===== src/rtl/fifo_arb_pkg.sv =====
// Shared types and constants for the FIFO write-port arbiter.
package fifo_arb_pkg;

  typedef enum logic {
    IDLE  = 1'b0,
    BURST = 1'b1
  } arb_state_e;

  localparam int unsigned STAT_W = 16;
  localparam logic [STAT_W-1:0] STAT_SAT = 16'hFFFF;

  // Round-robin successor: the requester after idx, wrapping at num_req.
  function automatic int unsigned rr_next(input int unsigned idx, input int unsigned num_req);
    return (idx == num_req - 1) ? 0 : idx + 1;
  endfunction

endpackage


===== src/rtl/rr_pick.sv =====
// Rotating-priority picker: first asserted request at or after rr_ptr, wrapping.
module rr_pick #(
  parameter int unsigned NUM_REQ = 4,
  parameter int unsigned IDX_W   = $clog2(NUM_REQ)
) (
  input  logic [NUM_REQ-1:0] req,
  input  logic [IDX_W-1:0]   rr_ptr,
  output logic [IDX_W-1:0]   win_idx,
  output logic               any_valid
);

  always_comb begin
    win_idx   = '0;
    any_valid = 1'b0;
    for (int unsigned i = 0; i < NUM_REQ; i++) begin
      if (!any_valid && req[IDX_W'((32'(rr_ptr) + i) % NUM_REQ)]) begin
        any_valid = 1'b1;
        win_idx   = IDX_W'((32'(rr_ptr) + i) % NUM_REQ);
      end
    end
  end

endmodule


===== src/rtl/fifo_wr_arbiter.sv =====
// Round-robin arbiter sharing the FIFO write port; a winner owns it for up to MAX_BURST words.
// Define FIFO_ARB_STATS_EN to add per-requester saturating beat counters (stat_sel/stat_cnt).
module fifo_wr_arbiter
  import fifo_arb_pkg::*;
#(
  parameter int unsigned WIDTH     = 8,
  parameter int unsigned NUM_REQ   = 4,
  parameter int unsigned MAX_BURST = 4,
  localparam int unsigned IDX_W    = $clog2(NUM_REQ)
) (
  input  logic                     clk,
  input  logic                     res,
  input  logic [NUM_REQ-1:0]       req_valid,
  input  logic [NUM_REQ*WIDTH-1:0] req_data,
  input  logic [NUM_REQ-1:0]       req_last,
  output logic [NUM_REQ-1:0]       req_ready,
  output logic                     fifo_wr_en,
  output logic [WIDTH-1:0]         fifo_wdata,
  input  logic                     fifo_full,
  input  logic                     fifo_overflow,
  output logic                     grant_valid,
  output logic [IDX_W-1:0]         grant_idx,
  output logic                     err_overflow
`ifdef FIFO_ARB_STATS_EN
  ,
  input  logic [IDX_W-1:0]         stat_sel,
  output logic [STAT_W-1:0]        stat_cnt
`endif
);

  localparam int unsigned BEAT_W = (MAX_BURST > 1) ? $clog2(MAX_BURST) : 1;

  arb_state_e        state_q;
  logic [IDX_W-1:0]  rr_ptr_q;
  logic [BEAT_W-1:0] beat_cnt_q;
  logic [WIDTH-1:0]  data_arr [NUM_REQ];
  logic              in_burst;
  logic              owner_valid;
  logic              beat;
  logic              burst_done;
  logic              pick_any;
  logic [IDX_W-1:0]  pick_idx;

  for (genvar i = 0; i < NUM_REQ; i++) begin : g_lane
    assign data_arr[i] = req_data[i*WIDTH +: WIDTH];
  end

  rr_pick #(
    .NUM_REQ (NUM_REQ),
    .IDX_W   (IDX_W)
  ) u_rr_pick (
    .req       (req_valid),
    .rr_ptr    (rr_ptr_q),
    .win_idx   (pick_idx),
    .any_valid (pick_any)
  );

  assign in_burst    = (state_q == BURST);
  assign owner_valid = req_valid[grant_idx];
  assign beat        = in_burst & owner_valid & ~fifo_full;
  assign burst_done  = beat & (req_last[grant_idx] | (beat_cnt_q == BEAT_W'(MAX_BURST - 1)));
  assign grant_valid = in_burst;
  assign fifo_wr_en  = beat;

  // Write side is combinational so the FIFO captures the beat on the same edge.
  always_comb begin
    req_ready  = '0;
    fifo_wdata = '0;
    if (in_burst) begin
      req_ready[grant_idx] = ~fifo_full;
      fifo_wdata           = data_arr[grant_idx];
    end
  end

  // Grant FSM; a full stall holds the grant, a dropped valid releases it.
  always_ff @(posedge clk or negedge res) begin
    if (!res) begin
      state_q    <= IDLE;
      rr_ptr_q   <= '0;
      beat_cnt_q <= '0;
      grant_idx  <= '0;
    end else begin
      case (state_q)
        IDLE: begin
          if (pick_any) begin
            grant_idx  <= pick_idx;
            beat_cnt_q <= '0;
            state_q    <= BURST;
          end
        end
        BURST: begin
          if (beat) begin
            beat_cnt_q <= beat_cnt_q + BEAT_W'(1);
          end
          if (!owner_valid || burst_done) begin
            state_q  <= IDLE;
            rr_ptr_q <= IDX_W'(rr_next(32'(grant_idx), NUM_REQ));
          end
        end
        default: state_q <= IDLE;
      endcase
    end
  end

  always_ff @(posedge clk or negedge res) begin
    if (!res) begin
      err_overflow <= 1'b0;
    end else if (fifo_overflow) begin
      err_overflow <= 1'b1;
    end
  end

`ifdef FIFO_ARB_STATS_EN
  logic [STAT_W-1:0] stat_q [NUM_REQ];

  always_ff @(posedge clk or negedge res) begin
    if (!res) begin
      for (int i = 0; i < NUM_REQ; i++) begin
        stat_q[i] <= '0;
      end
    end else if (beat && (stat_q[grant_idx] != STAT_SAT)) begin
      stat_q[grant_idx] <= stat_q[grant_idx] + STAT_W'(1);
    end
  end

  always_comb begin
    stat_cnt = '0;
    if (32'(stat_sel) < NUM_REQ) begin
      stat_cnt = stat_q[stat_sel];
    end
  end
`endif

endmodule

===== config.mk =====
export PLATFORM = sky130hd
export DESIGN_NAME = fifo_wr_arbiter
export DESIGN_NICKNAME = d
export VERILOG_FILES = /design/src/rtl/fifo_arb_pkg.sv /design/src/rtl/rr_pick.sv /design/src/rtl/fifo_wr_arbiter.sv
export SDC_FILE = /design/constraint.sdc
export NUM_CORES = 1
export LEC_CHECK = 0
export BUFFER_PORTS_ARGS = -buffer_cell sky130_fd_sc_hd__buf_2
export CAP_MARGIN = 30
export CORE_UTILIZATION = 43
export CTS_CLUSTER_SIZE = 20
export DETAILED_ROUTE_END_ITERATION = 6
export PLACE_DENSITY = 0.95
export SLEW_MARGIN = 15
export SYNTH_ARGS = -nofsm -noshare
export SYNTH_HDL_FRONTEND = slang
export SYNTH_SLANG_ARGS = --single-unit
export TNS_END_PERCENT = 10

===== constraint.sdc =====
create_clock -name clk -period 5.7 [get_ports clk]
set_clock_uncertainty 0.2 [all_clocks]
set_input_delay 1.14 -clock clk [delete_from_list [all_inputs] [get_ports clk]]
set_output_delay 1.14 -clock clk [all_outputs]
set_load 0.02 [all_outputs]

==> metrics.md, run 1 <==
| Metric | Value |
|---|---|
| Vias after detailed routing | 861 |
| Share of layout cells above drive strength 1 | 57.66% |
| Hold-fix buffers, CTS | 0 |
| Synth top area share | 24.66% |
| Synth Cell Area | 822.0 um^2 |
| WL/cell | 13.02 um |
| Worst skew pair latency | 0.25 ns |
| Die area | 2091 um^2 |
| Number of routed nets with antenna violations | 0 |
| Most used cell, CP | buf_2 |
| Num rows | 15 |
| Worst Path Required | 4.36 ns |
| Synth async-reset ratio | 100.0% |
| Leak | 0.6084 nW |
| Final core occ | 65.67% |
| CP bufs+invs | 3 |
| GRT Total Usage | 20.12% |
| Max VDD drop | 0.2795 mV |
| Fmax | 287.4 MHz |
| Setup violators final | 0 |
| Area Overhead vs Synth | 40.94% |
| Hold Vio Cnt, Final | 0 |
| Area leader, netlist | mux4_2 |
| Starting density of the core | 46.60% |
| Register area share after synthesis | 24.35% |
| EDFF count, synth | 0 |
| CP peak stage delay | 0.51 ns |
| Vias in the first global route | 728 |
| First-pass GRT wire length | 3.001 mm |
| Global route overflow | 0 |
| Htree depth | 1 |
| Net Sw Power | 0.2508 mW |
| Initial antenna violation count | 0 |
| Max Cap Violations | 0 |
| Setup TNS | 0 ns |
| TritonCTS sink count | 8 |
| Postcts setup bufs | 0 |
| Core area | 1764 um^2 |
| Worst setup EP type | output port |
| PwrDens | 456.3 nW/um^2 |
| Critical setup path kind | in -> out |
| Combinational share of power | 64.1% |
| Synth warn | 0 |
| Ranking of synthesized cells by area | mux4_2 25%, dfrtp_1 24%, and2_1 9.1%, ha_1 7.6%, inv_1 3.2% |
| Crit path DAT | 2.14 ns |
| # DRC | 0 |
| CP max FO | 6 |
| Worst reg-to-reg setup slack | 3.36 ns |
| Post-layout min period | 3.480 ns |
| Via density | 5.315 |
| Clock Power Share | 8.1% |
| Iter 0 DRT Violations | 11 |
| DRT met1 WL | 746 um |
| CTS Buf Count | 3 |
| Antenna fix cells | 0 |
| Delay-heaviest family, CP | multiplexers |
| Commonest cells in the netlist | 12 x and2_1, 9 x mux4_2, 8 x dfrtp_1 |
| Post-Place Cells | 159 |
| Final period utilization | 61.05% |
| Die span in x | 45.73 um |
| CTS max path bufs | 2 |
| Slowest CP cell | mux4_2 |
| Worst min-delay path class | reg -> reg |
| Total Nets Final | 188 |
| CP Launch Type | input port |
| Post-synth top flop | dfrtp_1 |
| Slew Viols, Final | 0 |
| Netlist cell types | 27 |
| Gate Count Post-Synth | 77 |
| Number of synthesized register bits | 8 |
| CTS tree | built |
| Synth Area per Inst | 10.68 um^2 |
| Worst hold slack | 0.2687 ns |
| Final std cells w/o fill | 162 |
| Status | complete, no violations |
| RSZ-0062 raised after global routing | false |
| Post-DP HPWL | 1.752 mm |
| Crit-path cells | buf_2 -> mux4_2 -> nand2_1 -> inv_1 -> buf_2 |
| CTS root buffer | clkbuf_4 |
| Clk slew on worst S/H paths | 0.05 ns |
| Sequential share of power | 27.8% |
| P_int | 0.2778 mW |
| Pin count of the biggest net entering global routing | 17 |
| Highest routing layer actually used | met3 |
| Placer Congestion | 0.8199 |
| First-pass DRT Iterations | 4 |
| Most frequent cell after synthesis | and2_1 |
| Worst-Margin Slew | 0.7124 ns |
| I/O Buffers | 60 |
| Filler cells | 159 |
| Routed met3 length | 263 um |
| I/O pins | 61 |
| Syn Nets | 126 |
| Relative slew slack | 52.50% |
| Met2 routed WL | 1.100 mm |
| # resized after CTS | 0 |
| Die height | 45.73 um |
| Sw frac | 47.45% |
| Routed WL | 2.109 mm |
## cells in the final DEF (no fill, tap or decap), types with 2 or more instances in the layout
cell type,instances
a21oi_1,2
and2_1,12
buf_2,60
clkbuf_4,3
dfrtp_1,8
ha_1,5
inv_1,7
mux2_1,2
mux2i_1,2
mux4_2,9
nand2_1,4
nand3_1,4
nor2_1,2
o21ai_1,4
## stage by stage
step                      power, mW  worst slack, ns  instance area [um^2]
after floorplan              0.3941            2.484                 822.0
after global placement       0.4763            2.235                  1136
after detailed placement     0.4882            2.231                  1136
after CTS                    0.5321            2.223                  1159
after global routing         0.5718            2.153                  1159
final                        0.5286            2.220                  1159
## per-layer routing
layer,vias to the layer above,GRT usage [%]
met5,-,0
met4,0,2.941
met3,0,5.952
met2,56,38.86
met1,401,21.74
li1,404,-
## layout make-up
class                           instances  area (um^2)  share of cell area (%)
Sequential cell                         8        200.2                   17.28
Timing Repair Buffer                   60        300.3                   25.92
Inverter                                7        26.28                   2.268
Clock buffer                            3        22.52                   1.944
Multi-Input combinational cell         59        578.1                   49.89
Tap cell                               25        31.28                   2.700
## flip-flops by register name, summed over array words and instances, names as in the netlist
name          count
beat_cnt_q        2
grant_idx         2
rr_ptr_q          2
err_overflow      1
grant_valid       1
## logic make-up (layout without fill, tap and decap cells)
group	after synthesis	count (layout)	synth area share, %
muxes	14	14	31.66
AOI/OAI and AO/OA	14	14	13.09
buffers and inverters	10	70	5.328
adders and majority gates	5	5	7.610
and+or+nand+nor	26	26	17.96
DFF	8	8	24.35
## path summary, 6_finish.rpt
kind / from / endpoint / cells past startpoint
max: req_valid[0] / fifo_wr_en / 5
min: err_overflow / err_overflow / 1
max reg2reg: grant_idx[0] / rr_ptr_q[0] / 4
min reg2reg: err_overflow / err_overflow / 1
max in group asynchronous: res / rr_ptr_q[1] / 1
min in group asynchronous: res / beat_cnt_q[0] / 1
## power by group through the flow
stage	clock, mW	sequential (mW)	combinational (mW)
finish	0.0430	0.147	0.339
global route	0.0469	0.156	0.369
CTS	0.0437	0.147	0.341
detailed placement	0	0.148	0.340
global placement	0	0.146	0.331
floorplan	0	0.120	0.274
Power figures use the tool's default switching activity.
==> inputs of run 2 (changes only) <==
--- a/config.mk
+++ b/config.mk
@@ -5,12 +5,14 @@
 export SDC_FILE = /design/constraint.sdc
 export NUM_CORES = 1
 export LEC_CHECK = 0
+export ABC_AREA = 1
 export BUFFER_PORTS_ARGS = -buffer_cell sky130_fd_sc_hd__buf_2
 export CAP_MARGIN = 30
-export CORE_UTILIZATION = 43
+export CORE_ASPECT_RATIO = 0.5
+export CORE_UTILIZATION = 40
 export CTS_CLUSTER_SIZE = 20
 export DETAILED_ROUTE_END_ITERATION = 6
-export PLACE_DENSITY = 0.95
+export PLACE_DENSITY = 0.87
 export SLEW_MARGIN = 15
 export SYNTH_ARGS = -nofsm -noshare
 export SYNTH_HDL_FRONTEND = slang
==> constraint.sdc (replaced) <==
create_clock -name clk -period 3.18 [get_ports clk]
set_clock_uncertainty 0.2 [all_clocks]
set_input_delay 0.636 -clock clk [delete_from_list [all_inputs] [get_ports clk]]
set_output_delay 0.636 -clock clk [all_outputs]
set_load 0.02 [all_outputs]
==> run 2 against run 1 <==
  * Critical endpoint unchanged
  * Sequential power increased by 60%
  * Die area rose by 38%
  * Critical path type is now reg -> out
  * Worst hold slack worse by 0.23 ns
  * Routed wire length increased by 32%
  * Clock power rose to 2.9 times the previous value
==> metrics.md, run 2 <==
| Metric | Value |
|---|---|
| Setup TNS | 0 ns (unchanged) |
| Crit path DAT | 1.84 ns (-0.30 ns) |
| Iter 0 DRT Violations | 47 (+36) |
| Area Overhead vs Synth | 31.49% |
| Pin count of the biggest net entering global routing | 22 (+5) |
| Register area share after synthesis | 18.87% (-5.5 points) |
| Die area | 2875 um^2 (+38%) |
| Most common library cell in the layout ignoring fill and taps | buf_2 |
| Worst skew pair latency | 0.23 ns (-0.02 ns) |
| CP Launch Type | flop |
| Total Nets Final | 292 (+55%) |
| Placer Congestion | 0.8179 (-0.24%) |
| Max Cap Violations | 0 (unchanged) |
| EDFF count, synth | 0 (unchanged) |
| Worst R2R Start | grant_idx[1] |
| Initial antenna violation count | 0 (unchanged) |
| Synth async-reset ratio | 100.0% (unchanged) |
| CTS tree | built |
| Number of routed nets with antenna violations | 0 (unchanged) |
| CTS root buffer | clkbuf_8 |
| CTS max path bufs | 2 (unchanged) |
| Setup crit start | grant_idx[1] |
| Slew Viols, Final | 0 (unchanged) |
| First-pass DRT Iterations | 4 (unchanged) |
| I/O pins | 61 (unchanged) |
| Ranking of synthesized cells by area | dfrtp_1 19%, nand2_1 16%, nor2_1 15%, o21ai_0 7.5%, ha_1 5.9% |
| Num rows | 12 (-3) |
| Multi-input gate area | 726.9 um^2 (+26%) |
| Gate Count Post-Synth | 185 (+140%) |
| Setup violators final | 0 (unchanged) |
| CP max FO | 15 (+9) |
| WL/cell | 10.05 um (-23%) |
| Final period utilization | 84.17% |
| Area leader, netlist | dfrtp_1 |
| GRT Total Usage | 21.80% (+1.7 points) |
| Starting density of the core | 45.01% (-1.6 points) |
| Hold Vio Cnt, Final | 0 (unchanged) |
| Leak | 0.8079 nW (+33%) |
| Post-DP HPWL | 2.222 mm (+27%) |
| Commonest cells in the netlist | 44 x nand2_1, 42 x nor2_1, 16 x o21ai_0 |
| Routed WL | 2.775 mm (+32%) |
| I/O Buffers | 60 (unchanged) |
| Fmax | 373.6 MHz |
| Most frequent cell after synthesis | nand2_1 |
| TritonCTS sink count | 8 (unchanged) |
| Worst setup EP type | output port |
| Register area | 200.2 um^2 (unchanged) |
| Relative slew slack | 70.10% (+18 points) |
| Netlist cell types | 25 (-7.4%) |
| Global route overflow | 0 (unchanged) |
| Post-layout min period | 2.676 ns |
| Slowest CP cell | dfrtp_1 |
| Post-synth top flop | dfrtp_1 |
| Core area | 2357 um^2 (+34%) |
| Worst-Margin Slew | 0.4485 ns (-0.2640 ns) |
| Most used cell, CP | inv_1 |
| First-pass GRT wire length | 4.740 mm (+58%) |
| Die span in x | 74.84 um (+64%) |
| Share of layout cells above drive strength 1 | 33.61% (-24 points) |
| Synth Area per Inst | 5.735 um^2 (-46%) |
| Syn Nets | 234 (+86%) |
| Critical setup path kind | reg -> out |
| # DRC | 0 (unchanged) |
| CP peak stage delay | 0.61 ns (+0.10 ns) |
| Worst min-delay path class | in -> async |
| Synth warn | 0 (unchanged) |
| Hold-fix buffers, CTS | 0 (unchanged) |
| Crit-path cells | inv_1 -> a21oi_1 -> o21ai_1 -> nand3_1 -> inv_1 -> buf_2 |
| Top flop regs | beat_cnt_q x2, grant_idx x2, rr_ptr_q x2 |
| Filler cells | 230 (+45%) |
| Final core occ | 59.18% (-6.5 points) |
| PwrDens | 955.2 nW/um^2 (+110%) |
| # resized after CTS | 0 (unchanged) |
| CTS Buf Count | 3 (unchanged) |
| Max VDD drop | 0.5212 mV (+86%) |
| Synth Cell Area | 1061 um^2 (+29%) |
| Antenna fix cells | 0 (unchanged) |
| Vias in the first global route | 1142 (+57%) |
| Via density | 4.725 (-11%) |
| Clk slew on worst S/H paths | 0.04 ns (about the same) |
| RSZ-0062 raised after global routing | false |
| Die height | 38.42 um (-16%) |
| Vias after detailed routing | 1304 (+51%) |
| Synth top area share | 18.87% (-5.8 points) |
| Htree depth | 1 (unchanged) |
| Number of synthesized register bits | 8 (unchanged) |
| Postcts setup bufs | 0 (unchanged) |
| Worst Path Required | 2.34 ns (-2.02 ns) |
| Status | complete, no violations |
| Commonest cells after routing, fill and taps aside | 60 x buf_2, 44 x nand2_1, 42 x nor2_1, 16 x o21ai_0, 14 x inv_1 |
## run 2: cell types whose count changed after synthesis, moves of 8 or more
cell / change
o21ai_0: +15
nand3_1: +8
and2_1: -11
nor2_1: +40
mux4_2: -9
a21oi_1: +9
nand2_1: +40
## run 2: cells by family after synthesis
| kind of cell | share of synthesized area (%) |
|---|---|
| adder cells (fa/ha/maj) | 5.896 |
| buffers and inverters | 12.62 |
| AND/OR/NAND/NOR | 47.17 |
| flip-flops | 18.87 |
| AO/OA/AOI/OAI | 15.45 |
## run 2: layer usage
layer  wire length, um  share of wire (%)  GRT usage [%]
met5                 0                  0              0
met4                10               0.36          3.302
met3               137                4.9          4.737
met2              1329                 48          41.67
met1              1298                 47          25.82
## run 2: worst max-delay path: cells and delay by family, from the launching register on
family | cells | cell delay [ns]
AO/OA/AOI/OAI | 2 | 0.32
buffers and inverters | 3 | 0.53
flip-flops | 1 | 0.61
AND/OR/NAND/NOR | 1 | 0.15
## run 2: layout make-up
cell class | count | area share (%)
Tap cell | 35 | 3.139
Sequential cell | 8 | 14.35
Clock buffer | 3 | 2.960
Inverter | 18 | 5.381
Multi-Input combinational cell | 151 | 52.11
Timing Repair Buffer | 61 | 22.06
## run 2: path summary, 6_finish.rpt
check	endpoint	slack (ns)	cells past startpoint
max	fifo_wr_en	0.50	6
min reg2reg	err_overflow	0.26	1
max in group asynchronous	beat_cnt_q[0]	2.58	1
min in group clk	err_overflow	0.26	1
min	err_overflow	0.04	1
max reg2reg	rr_ptr_q[0]	1.24	8
## run 2: power by group
group          internal (mW)  switching [mW]  total (mW)
clock network         0.0822          0.0418       0.124
logic                  0.343           0.630       0.974
registers              0.146          0.0893       0.235
total                  0.571           0.761        1.33
## run 2: through the flow
stage          instances  hold WS (ns)  setup slack, ns  cell area [um^2]  power (mW)
2_1_floorplan        185        0.1404           0.8195              1061       1.019
3_5_place_dp         273        0.2561           0.8366              1354       1.210
4_1_cts              276       0.04494           0.5468              1395       1.341
5_1_grt              276       0.05082           0.3628              1395       1.484
3_3_place_gp         273        0.2420           0.8900              1354       1.187
6_report             276       0.04075           0.5035              1395       1.333
==> inputs of run 3 (changes only) <==
--- a/config.mk
+++ b/config.mk
@@ -8,11 +8,10 @@
 export ABC_AREA = 1
 export BUFFER_PORTS_ARGS = -buffer_cell sky130_fd_sc_hd__buf_2
 export CAP_MARGIN = 30
-export CORE_ASPECT_RATIO = 0.5
-export CORE_UTILIZATION = 40
+export CORE_UTILIZATION = 44
 export CTS_CLUSTER_SIZE = 20
 export DETAILED_ROUTE_END_ITERATION = 6
-export PLACE_DENSITY = 0.87
+export PLACE_DENSITY = 0.9
 export SLEW_MARGIN = 15
 export SYNTH_ARGS = -nofsm -noshare
 export SYNTH_HDL_FRONTEND = slang
==> constraint.sdc (replaced) <==
create_clock -name clk -period 2.6 [get_ports clk]
set_clock_uncertainty 0.2 [all_clocks]
set_input_delay 0.52 -clock clk [delete_from_list [all_inputs] [get_ports clk]]
set_output_delay 0.52 -clock clk [all_outputs]
set_load 0.02 [all_outputs]
==> run 3 against run 2 <==
  * Clock power decreased by 21%
  * First-iteration DRC count decreased by 47%
  * Highest routed layer unchanged
  * Critical endpoint is now fifo_wdata[2]
  * Global-route usage increased by 2.0 points
  * Largest power group unchanged
==> metrics.md, run 3 (same netlist as run 2, synthesis figures left out) <==
| Metric | Value |
|---|---|
| Global route overflow | 0 (unchanged) |
| Multi-input gate area | 726.9 um^2 (unchanged) |
| Placer Congestion | 0.9264 (+13%) |
| Post-layout min period | 2.344 ns |
| Status | complete, no violations |
| Share of layout cells above drive strength 1 | 34.02% (+0.41 points) |
| Leak | 0.8144 nW (+0.80%) |
| Hold Vio Cnt, Final | 0 (unchanged) |
| Worst hold slack | 0.2511 ns (+0.2103 ns) |
| Worst min-delay path class | in -> reg |
| Top flop regs | beat_cnt_q x2, grant_idx x2, rr_ptr_q x2 |
| Starting density of the core | 47.51% (+2.5 points) |
| Vias in the first global route | 1196 (+4.7%) |
| Initial antenna violation count | 0 (unchanged) |
| Hold Path Sink | err_overflow |
| Hold depth | 2 |
| Routed WL | 2.748 mm (-0.97%) |
| Setup TNS | 0 ns (unchanged) |
| CP max FO | 17 (+2) |
| Setup violators final | 0 (unchanged) |
| Worst R2R Start | rr_ptr_q[0] |
| CP Launch Type | flop |
| Vias after detailed routing | 1340 (+2.8%) |
| Clock Power Share | 6.1% (-3.2 points) |
| Htree depth | 1 (unchanged) |
| Clk slew on worst S/H paths | 0.06 ns (+0.02 ns) |
| Worst skew pair latency | 0.26 ns (+0.03 ns) |
| Commonest cells after routing, fill and taps aside | 60 x buf_2, 44 x nand2_1, 42 x nor2_1, 16 x o21ai_0, 14 x inv_1 |
| Die height | 51.11 um (+33%) |
| Die area | 2612 um^2 (-9.2%) |
| Most common library cell in the layout ignoring fill and taps | buf_2 |
| CTS Buf Count | 3 (unchanged) |
| Worst setup EP type | output port |
| Sw frac | 58.19% (+1.1 points) |
| Sequential share of power | 16.4% (-1.2 points) |
| Critical setup path kind | reg -> out |
| Total Nets Final | 295 (+1.0%) |
| TritonCTS sink count | 8 (unchanged) |
| Worst Path Required | 1.88 ns (-0.46 ns) |
| Worst-Margin Slew | 0.4470 ns (-0.001442 ns) |
| P_int | 0.6714 mW (+18%) |
| CTS tree | built |
| Setup crit start | grant_idx[0] |
| CTS root buffer | clkbuf_4 |
| Crit path DAT | 1.62 ns (-0.22 ns) |
| Final period utilization | 90.17% |
| Max VDD drop | 0.7084 mV (+36%) |
| Register area | 200.2 um^2 (unchanged) |
| Fmax | 426.6 MHz |
| Postcts setup bufs | 0 (unchanged) |
| Antenna fix cells | 0 (unchanged) |
| Via density | 4.926 (+4.3%) |
| Post-DP HPWL | 2.157 mm (-2.9%) |
| Max Cap Violations | 0 (unchanged) |
| First-pass DRT Iterations | 5 (+1) |
| # DRC | 0 (unchanged) |
| Relative slew slack | 70.20% (+0.096 points) |
| Reg2reg path depth | 9 (+1) |
| Die span in x | 51.11 um (-32%) |
| I/O pins | 61 (unchanged) |
| Number of routed nets with antenna violations | 0 (unchanged) |
| Iter 0 DRT Violations | 25 (-47%) |
| Filler cells | 221 (-3.9%) |
| WL/cell | 10.10 um (+0.48%) |
| Final core occ | 62.35% (+3.2 points) |
| Core area | 2233 um^2 (-5.3%) |
| CTS max path bufs | 2 (unchanged) |
| RSZ-0062 raised after global routing | false |
| First-pass GRT wire length | 4.830 mm (+1.9%) |
| Combinational share of power | 77.5% (+4.4 points) |
| Worst r2r dst | grant_idx[1] |
| Min-delay src | fifo_overflow |
| Pin count of the biggest net entering global routing | 22 (unchanged) |
| Num rows | 17 (+5) |
| GRT Total Usage | 23.81% (+2.0 points) |
| PwrDens | 1153 nW/um^2 (+21%) |
| Slew Viols, Final | 0 (unchanged) |
| Area Overhead vs Synth | 31.25% |
| I/O Buffers | 60 (unchanged) |
| Net Sw Power | 0.9343 mW (+23%) |
| Worst reg-to-reg setup slack | 0.81 ns (-0.43 ns) |
[run 3: cell types whose count changed in the layout (fill, tap and decap cells not counted)]
cell           delta
buf_4             +2
clkbuf_4          +3
clkbuf_8          -3
dlygate4sd3_1     +1
[run 3: area by class of cell]
| cell class | count | share of cell area (%) |
|---|---|---|
| flip-flops and latches | 8 | 14.38 |
| clock buffers | 3 | 1.617 |
| well taps | 28 | 2.516 |
| repair buffers | 64 | 23.90 |
| multi-input cells | 151 | 52.20 |
| inverters | 18 | 5.391 |
[run 3: routing by layer]
metal  global-route usage [%]  vias to the layer above  part of all wire (%)
met5                        0                        -                     0
met1                    32.55                      579                    45
met2                    39.47                       54                    47
met4                    6.019                        0                  0.29
met3                    2.679                        2                   7.3
li1                         -                      705                     -
[run 3: critical path, stage by stage, from the launching register on]
cell	delay [ns]
dfrtp_1	0.53
buf_4	0.27
nor2_1	0.07
nor2_1	0.09
o21ai_0	0.09
a21oi_1	0.14
buf_2	0.17
[run 3: repair_timing]
item	4_1_cts	5_1_grt
hold endpoints to repair	8	0
hold buffers	1	0
resized for setup	0	0
[run 3: power groups by stage]
| stage | sequential (mW) | combinational, mW | clock [mW] |
|---|---|---|---|
| floorplan | 0.255 | 0.990 | 0 |
| global placement | 0.260 | 1.23 | 0 |
| detailed placement | 0.265 | 1.24 | 0 |
| CTS | 0.263 | 1.24 | 0.0946 |
| global route | 0.275 | 1.42 | 0.105 |
| finish | 0.263 | 1.24 | 0.0980 |
[run 3: through the flow]
stage	area [um^2]	setup slack, ns	total power, mW	std cells
after floorplan	1061	0.3555	1.246	185
after global placement	1360	0.5809	1.488	268
after detailed placement	1360	0.5368	1.503	268
after CTS	1393	0.2636	1.601	272
after global routing	1393	0.07640	1.796	272
final	1393	0.2557	1.606	272
[run 3: worst max-delay path by stage]
stage	end	depth (start not counted)
2_1_floorplan	req_ready[2]	6
3_5_place_dp	fifo_wdata[2]	6
4_1_cts	fifo_wdata[2]	6
6_report	fifo_wdata[2]	6
5_1_grt	fifo_wdata[5]	6
3_3_place_gp	fifo_wdata[6]	6
